==> src/rtl/instr_fetch_unit_pkg.sv <==
// Shared definitions for the instruction fetch unit: FSM encoding, NOP word and field positions.
// The HALT state exists only when IFU_MISALIGN_TRAP_EN is defined.
package instr_fetch_unit_pkg;

  typedef enum logic [2:0] {
    ST_BOOT = 3'd0,
    ST_REQ  = 3'd1,
    ST_WAIT = 3'd2,
    ST_HOLD = 3'd3
`ifdef IFU_MISALIGN_TRAP_EN
    ,
    ST_HALT = 3'd4
`endif
  } ifu_state_e;

  localparam logic [31:0] NOP_INSTR  = 32'h0000_0013;
  localparam int          OPCODE_MSB = 6;
  localparam int          OPCODE_LSB = 0;
  localparam int          FUNCT3_MSB = 14;
  localparam int          FUNCT3_LSB = 12;
  localparam int          FUNCT7_MSB = 31;
  localparam int          FUNCT7_LSB = 25;

  function automatic logic [31:0] pc_incr(input logic [31:0] pc);
    return pc + 32'd4;
  endfunction

  function automatic logic is_misaligned(input logic [31:0] addr);
    return (addr[1:0] != 2'b00);
  endfunction

endpackage

==> src/rtl/instr_fetch_unit.sv <==
// Single-outstanding instruction fetch unit: owns the PC, fetches words, holds one instruction for decode.
// Define IFU_MISALIGN_TRAP_EN to halt on misaligned redirects instead of forcing word alignment.
module instr_fetch_unit #(
  parameter logic [31:0] RESET_PC = 32'h0000_0000
) (
  input  logic        clk,
  input  logic        rst_n,
  output logic        imem_req_valid,
  input  logic        imem_req_ready,
  output logic [31:0] imem_req_addr,
  input  logic        imem_rsp_valid,
  input  logic [31:0] imem_rsp_data,
  input  logic        redirect_valid,
  input  logic [31:0] redirect_target,
  output logic        instr_valid,
  input  logic        instr_ready,
  output logic [31:0] instr,
  output logic [31:0] instr_pc,
  output logic [6:0]  opcode,
  output logic [2:0]  funct3,
  output logic [6:0]  funct7,
  output logic        fetch_misalign
);
  import instr_fetch_unit_pkg::*;

  ifu_state_e  state_r;
  logic [31:0] pc_r;
  logic        discard_r;
  logic        req_valid_r;
  logic [31:0] req_addr_r;
  logic        instr_valid_r;
  logic [31:0] instr_r;
  logic [31:0] instr_pc_r;
  logic        misalign_r;

  logic        req_fire_s;
  logic [31:0] target_s;
  logic        trap_s;

  assign req_fire_s = req_valid_r & imem_req_ready;

  // Redirect target conditioning and misalignment trap detection
  always_comb begin
    target_s = redirect_target;
    trap_s   = 1'b0;
`ifdef IFU_MISALIGN_TRAP_EN
    trap_s   = redirect_valid & is_misaligned(redirect_target);
`else
    target_s[1:0] = 2'b00;
`endif
  end

  // Fetch FSM with PC, discard flag and instruction output register
  always_ff @(posedge clk or negedge rst_n) begin
    if (!rst_n) begin
      state_r       <= ST_BOOT;
      pc_r          <= RESET_PC;
      discard_r     <= 1'b0;
      req_valid_r   <= 1'b0;
      req_addr_r    <= RESET_PC;
      instr_valid_r <= 1'b0;
      instr_r       <= NOP_INSTR;
      instr_pc_r    <= RESET_PC;
      misalign_r    <= 1'b0;
    end else begin
`ifdef IFU_MISALIGN_TRAP_EN
      if (trap_s && (state_r != ST_HALT)) begin
        state_r       <= ST_HALT;
        misalign_r    <= 1'b1;
        req_valid_r   <= 1'b0;
        instr_valid_r <= 1'b0;
        discard_r     <= 1'b0;
      end else
`endif
      begin
        case (state_r)
          ST_BOOT: begin
            state_r     <= ST_REQ;
            req_valid_r <= 1'b1;
            if (redirect_valid) begin
              pc_r       <= target_s;
              req_addr_r <= target_s;
            end else begin
              req_addr_r <= pc_r;
            end
          end
          ST_REQ: begin
            if (redirect_valid) begin
              pc_r          <= target_s;
              req_addr_r    <= target_s;
              instr_valid_r <= 1'b0;
              if (req_fire_s) begin
                // the accepted request returns stale data; drop it on arrival
                state_r     <= ST_WAIT;
                req_valid_r <= 1'b0;
                discard_r   <= 1'b1;
              end else begin
                req_valid_r <= 1'b1;
              end
            end else if (req_fire_s) begin
              state_r     <= ST_WAIT;
              req_valid_r <= 1'b0;
            end else begin
              req_valid_r <= 1'b1;
            end
          end
          ST_WAIT: begin
            if (redirect_valid) begin
              pc_r          <= target_s;
              instr_valid_r <= 1'b0;
              if (imem_rsp_valid) begin
                discard_r   <= 1'b0;
                state_r     <= ST_REQ;
                req_valid_r <= 1'b1;
                req_addr_r  <= target_s;
              end else begin
                discard_r <= 1'b1;
              end
            end else if (imem_rsp_valid) begin
              if (discard_r) begin
                discard_r   <= 1'b0;
                state_r     <= ST_REQ;
                req_valid_r <= 1'b1;
                req_addr_r  <= pc_r;
              end else begin
                instr_r       <= imem_rsp_data;
                instr_pc_r    <= pc_r;
                pc_r          <= pc_incr(pc_r);
                instr_valid_r <= 1'b1;
                state_r       <= ST_HOLD;
              end
            end else begin
              state_r <= ST_WAIT;
            end
          end
          ST_HOLD: begin
            if (redirect_valid) begin
              pc_r          <= target_s;
              instr_valid_r <= 1'b0;
              state_r       <= ST_REQ;
              req_valid_r   <= 1'b1;
              req_addr_r    <= target_s;
            end else if (instr_ready) begin
              instr_valid_r <= 1'b0;
              state_r       <= ST_REQ;
              req_valid_r   <= 1'b1;
              req_addr_r    <= pc_r;
            end else begin
              state_r <= ST_HOLD;
            end
          end
`ifdef IFU_MISALIGN_TRAP_EN
          ST_HALT: begin
            state_r <= ST_HALT;
          end
`endif
          default: begin
            state_r       <= ST_BOOT;
            req_valid_r   <= 1'b0;
            instr_valid_r <= 1'b0;
            discard_r     <= 1'b0;
          end
        endcase
      end
    end
  end

  assign imem_req_valid = req_valid_r;
  assign imem_req_addr  = req_addr_r;
  assign instr_valid    = instr_valid_r;
  assign instr          = instr_r;
  assign instr_pc       = instr_pc_r;
  assign fetch_misalign = misalign_r;
  assign opcode         = instr_r[OPCODE_MSB:OPCODE_LSB];
  assign funct3         = instr_r[FUNCT3_MSB:FUNCT3_LSB];
  assign funct7         = instr_r[FUNCT7_MSB:FUNCT7_LSB];

endmodule
==> config.mk <==
export PLATFORM = sky130hd
export DESIGN_NAME = instr_fetch_unit
export DESIGN_NICKNAME = d
export VERILOG_FILES = /design/src/rtl/instr_fetch_unit_pkg.sv /design/src/rtl/instr_fetch_unit.sv
export SDC_FILE = /design/constraint.sdc
export NUM_CORES = 1
export LEC_CHECK = 0
export BUFFER_PORTS_ARGS = -buffer_cell sky130_fd_sc_hd__clkbuf_2
export CORE_MARGIN = 2
export CORE_UTILIZATION = 45
export CTS_CLUSTER_SIZE = 24
export DETAILED_ROUTE_END_ITERATION = 10
export GPL_TIMING_DRIVEN = 0
export PLACE_DENSITY = 0.79
export SLEW_MARGIN = 5
export SYNTH_ARGS = -nofsm -noshare
export SYNTH_HDL_FRONTEND = slang
export SYNTH_SLANG_ARGS = --single-unit
==> constraint.sdc <==
create_clock -name clk -period 5.65 [get_ports clk]
set_clock_uncertainty 0.1 [all_clocks]
set_input_delay 0 -clock clk [delete_from_list [all_inputs] [get_ports clk]]
set_output_delay 0 -clock clk [all_outputs]
set_load 0.01 [all_outputs]
==> impl_metrics.xml <==
<?xml version="1.0" encoding="UTF-8"?>
<metrics>
  <group name="floorplan">
    <metric name="fp.dieW" unit="um">126</metric>
    <metric name="floorplan_die_area" unit="um2">15900</metric>
    <metric name="fp-row-count" unit="">44</metric>
    <metric name="placeableCoreArea" unit="um2">14500</metric>
    <metric name="num_io_pins" unit="">186</metric>
    <metric name="die-height" unit="um">126</metric>
    <metric name="initial_standard_cell_utilization_of_the_core" unit="">0.462</metric>
  </group>
  <group name="setup_path">
    <metric name="worst_r2r_startpoint" unit="">state_r[0]</metric>
    <metric name="cp-end-kind" unit="">flip-flop</metric>
    <metric name="worstPathCellList" unit="">inv_1, ha_1, clkbuf_1, nand2b_1, nor2_1, buf_2, mux2_2</metric>
    <metric name="critical_path.endpoint" unit="">instr[27]</metric>
    <metric name="worstRegToRegCells" unit="">7</metric>
    <metric name="cp_data_arrival_time" unit="ns">3.30</metric>
    <metric name="cp.required" unit="ns">5.84</metric>
    <metric name="largest_fanout_of_any_net_on_the_critical_path" unit="">10</metric>
    <metric name="crit_start" unit="">state_r[0]</metric>
    <metric name="cp.buffers_inverters" unit="">3</metric>
    <metric name="delay_of_the_slowest_critical_path_stage" unit="ns">0.83</metric>
    <metric name="critical_path.startpoint_type" unit="">flip-flop</metric>
    <metric name="timing.critical_path.depth" unit="">7</metric>
    <metric name="rrSetupSlack" unit="ns">2.54</metric>
    <metric name="crit-reg2reg-capture" unit="">instr[27]</metric>
    <metric name="crit_slowest_cell" unit="">sky130_fd_sc_hd__nor2_1</metric>
    <metric name="timing.critical_path.max_delay_family" unit="">simple AND/OR/NAND/NOR gates</metric>
    <metric name="worstSetupPathType" unit="">flip-flop to flip-flop</metric>
  </group>
  <group name="yosys">
    <metric name="synth_most_common_cell" unit="">sky130_fd_sc_hd__dfrtp_1</metric>
    <metric name="synth_edf_count" unit="">0</metric>
    <metric name="syn-mean-instance-area" unit="um2">11.6</metric>
    <metric name="area_share_of_the_largest_cell_type_after_synthesis" unit="">0.485</metric>
    <metric name="yosysUniqueCellTypes" unit="">65</metric>
    <metric name="netlist_instances" unit="">580</metric>
    <metric name="yosysWarningCount" unit="">1</metric>
    <metric name="synth_area_leaders" unit="">sky130_fd_sc_hd__dfrtp_1, sky130_fd_sc_hd__mux2_2, sky130_fd_sc_hd__a21oi_1</metric>
    <metric name="synth_nets" unit="">657</metric>
    <metric name="synth_sequential_area_ratio" unit="">0.496</metric>
    <metric name="synth_area_leader_cell" unit="">sky130_fd_sc_hd__dfrtp_1</metric>
    <metric name="synth_async_sr_flop_share" unit="">1.00</metric>
    <metric name="netlist_area_before_placement" unit="um2">6710</metric>
    <metric name="synth.top_cells.by_count" unit="">sky130_fd_sc_hd__dfrtp_1, sky130_fd_sc_hd__mux2_2, sky130_fd_sc_hd__a21oi_1</metric>
    <metric name="synth.ff_latch_count" unit="">133</metric>
    <metric name="ys_dominant_reg_cell" unit="">sky130_fd_sc_hd__dfrtp_1</metric>
  </group>
  <group name="cells_and_area">
    <metric name="share_of_layout_cells_above_drive_strength_1" unit="">0.436</metric>
    <metric name="layout-area-overhead-vs-synth" unit="%">36.0</metric>
    <metric name="multiInputGateArea" unit="um2">2990</metric>
    <metric name="seqCellArea" unit="um2">3330</metric>
    <metric name="n_antenna_cell" unit="">0</metric>
    <metric name="finalNetCount" unit="">925</metric>
    <metric name="finalCoreUtilization" unit="">0.628</metric>
    <metric name="fillers" unit="">1134</metric>
  </group>
  <group name="placed_design">
    <metric name="detailed_place_hpwl" unit="um">13000</metric>
    <metric name="port_buffers" unit="">182</metric>
    <metric name="gp_congestion" unit="">0.899</metric>
  </group>
  <group name="clocking">
    <metric name="resized_cells_post_cts" unit="">0</metric>
    <metric name="cts_made_buffers" unit="">17</metric>
    <metric name="cts_max_level" unit="">4</metric>
    <metric name="cts_max_path_buffers" unit="">2</metric>
    <metric name="cts_num_sinks" unit="">133</metric>
    <metric name="clk-insertion-delay-late" unit="ns">0.42</metric>
    <metric name="clock_tree.root_cell" unit="">sky130_fd_sc_hd__clkbuf_16</metric>
    <metric name="cts.clk_slew.worst_paths" unit="ns">0.06</metric>
    <metric name="tritoncts" unit="">done</metric>
  </group>
  <group name="pwr">
    <metric name="vdd.ir_drop.worst" unit="uV">296</metric>
    <metric name="seq_power_share" unit="">0.348</metric>
    <metric name="clkPwrFrac" unit="">0.216</metric>
    <metric name="leakagePower" unit="nW">4.18</metric>
    <metric name="p_int" unit="mW">3.18</metric>
    <metric name="logic_pwr_share" unit="">0.436</metric>
    <metric name="netSwitchingFraction" unit="">0.379</metric>
    <metric name="total_power_density_per_cell_area" unit="nW/um2">561</metric>
    <metric name="netSwitchingPower" unit="mW">1.94</metric>
  </group>
  <group name="global_route">
    <metric name="overflow_left_after_global_routing" unit="">0</metric>
    <metric name="grt_pass1_vias" unit="">5846</metric>
    <metric name="grt_start_max_net_pins" unit="">83</metric>
    <metric name="global_route.usage.total" unit="">0.251</metric>
    <metric name="first_pass_grt_wire_length" unit="um">31400</metric>
    <metric name="grt_antenna_before_repair" unit="">0</metric>
  </group>
  <group name="outcome">
    <metric name="run_status" unit="">finished with violations</metric>
    <metric name="violations_in_the_final_reports" unit="">negative hold slack</metric>
  </group>
  <group name="route">
    <metric name="route.antenna.remaining_nets" unit="">0</metric>
    <metric name="vias_per_cell" unit="">5.60</metric>
    <metric name="drt-pass1-iter-count" unit="">5</metric>
    <metric name="routed_length_per_placed_instance" unit="um">18.6</metric>
    <metric name="vias" unit="">5855</metric>
    <metric name="detail_route.wirelength" unit="um">19400</metric>
    <metric name="drcViolationCount" unit="">0</metric>
    <metric name="detail_route.iter0.violations" unit="">448</metric>
  </group>
  <group name="timing">
    <metric name="setup_tns_final" unit="ns">0</metric>
    <metric name="timing.final.crit_period" unit="ns">3.11</metric>
    <metric name="final_hold_slack" unit="ns">-0.00352</metric>
    <metric name="finalSetupViolCount" unit="">0</metric>
    <metric name="rsz0062_at_grt" unit="">no</metric>
    <metric name="max_slew.worst_pin.slew" unit="ns">1.03</metric>
    <metric name="post-route-period-util" unit="">0.550</metric>
    <metric name="fmax" unit="MHz">322</metric>
    <metric name="hold_violations" unit="">2</metric>
    <metric name="max_slew_margin" unit="">0.313</metric>
    <metric name="report.final.slew_viol_count" unit="">0</metric>
  </group>
  <group name="flow_run">
    <metric name="drv_cap" unit="">0</metric>
  </group>
  <group name="min_path">
    <metric name="holdCritPathClass" unit="">input port to async pin</metric>
  </group>
</metrics>
layout by cell type, fill, tap and decap left out, types with 3 or more instances in the layout:
master                          netlist  layout
sky130_fd_sc_hd__a211o_1              4       4
sky130_fd_sc_hd__a211oi_1             4       4
sky130_fd_sc_hd__a21oi_1             31      31
sky130_fd_sc_hd__a311o_1              4       4
sky130_fd_sc_hd__a31oi_1              3       3
sky130_fd_sc_hd__and3_1              14      14
sky130_fd_sc_hd__and4_1               3       3
sky130_fd_sc_hd__buf_2               13      13
sky130_fd_sc_hd__buf_4               18      18
sky130_fd_sc_hd__bufinv_16            0       3
sky130_fd_sc_hd__clkbuf_1            28      33
sky130_fd_sc_hd__clkbuf_16            0      17
sky130_fd_sc_hd__clkbuf_2             1     182
sky130_fd_sc_hd__clkinv_2             0       4
sky130_fd_sc_hd__clkinvlp_4           0       3
sky130_fd_sc_hd__dfrtp_1            130     130
sky130_fd_sc_hd__dfstp_2              3       3
sky130_fd_sc_hd__dlygate4sd3_1        0      66
sky130_fd_sc_hd__ha_1                 7       7
sky130_fd_sc_hd__inv_1               20      20
sky130_fd_sc_hd__mux2_2             123     123
sky130_fd_sc_hd__nand2_1             22      22
sky130_fd_sc_hd__nand2b_1             6       6
sky130_fd_sc_hd__nand3_1             15      15
sky130_fd_sc_hd__nand4_1              9       9
sky130_fd_sc_hd__nor2_1              14      14
sky130_fd_sc_hd__nor2b_1              5       5
sky130_fd_sc_hd__nor3_1               4       4
sky130_fd_sc_hd__nor3b_1              3       3
sky130_fd_sc_hd__nor4_1               5       5
sky130_fd_sc_hd__o211ai_1             6       6
sky130_fd_sc_hd__o21ai_0             12      12
sky130_fd_sc_hd__o22ai_1              8       8
sky130_fd_sc_hd__o2bb2ai_1            4       4
sky130_fd_sc_hd__o311ai_0             8       8
sky130_fd_sc_hd__or4_1                9       9
worst min path at each step:
stage | startpoint | to | slack, ns | cells after the start
2_1_floorplan | rst_n | discard_r | -0.40 | 0
3_3_place_gp | imem_rsp_data[11] | instr[11] | 0.13 | 2
3_5_place_dp | rst_n | instr_pc[7] | -0.11 | 1
4_1_cts | rst_n | imem_req_addr[16] | 0.006 | 2
5_1_grt | rst_n | imem_req_addr[6] | 0.03 | 2
6_report | rst_n | imem_req_addr[7] | -0.004 | 2
sequential cells by signal (all words and copies together), names as in the netlist:
signal	flops
state_r	2
pc_r	32
imem_req_valid	1
instr_valid	1
imem_req_addr	32
discard_r	1
instr_pc	32
instr	32
routing by layer:
layer | share of wire | track usage
met4 | 0.023 | 0.102
met1 | 0.42 | 0.323
met3 | 0.078 | 0.0646
met2 | 0.48 | 0.406
met5 | 0 | 0
area by class of cell:
type                       instances  area share
inverter                          20     0.00822
buffer                            61      0.0344
clock buffer                      22      0.0487
timing repair buffer             249       0.176
tap                              184      0.0252
clock inverter                    10      0.0145
multi-input combinational        366       0.328
sequential                       133       0.365
power groups by stage:
| stage | clock (mW) | combinational (mW) | sequential, mW |
|---|---|---|---|
| final | 1.11 | 2.23 | 1.78 |
| after global routing | 1.17 | 2.43 | 1.85 |
| after CTS | 1.12 | 2.22 | 1.77 |
| after detailed placement | 0 | 2.16 | 1.79 |
| after global placement | 0 | 2.11 | 1.77 |
| after floorplan | 0 | 1.25 | 1.87 |
repair_timing:
action	4_1_cts	5_1_grt
hold buffers	66	0
endpoints found under the hold margin	225	0
buffers inserted	0	0
kinds of logic after synthesis:
family,count (synthesis),synth area share
flops,133,0.496
simple gates,120,0.104
compound gates,113,0.119
buf+inv,81,0.0580
mux,125,0.209
other cells,1,0.000559
fa+ha+maj,7,0.0130
per-stage QoR:
stage                     worst slack (ns)  instance area, um2  cells  hold slack, ns  power (mW)
after global routing                  2.44                9130   1045          0.0326        5.45
after CTS                             2.56                9130   1045         0.00553        5.11
after detailed placement              2.57                7890    947          -0.107        3.95
after floorplan                       3.36                6710    580          -0.396        3.11
after global placement                2.27                7850    946           0.133        3.88
final                                 2.54                9130   1045        -0.00352        5.12
Note: power is estimated with default switching activity, not from simulation.
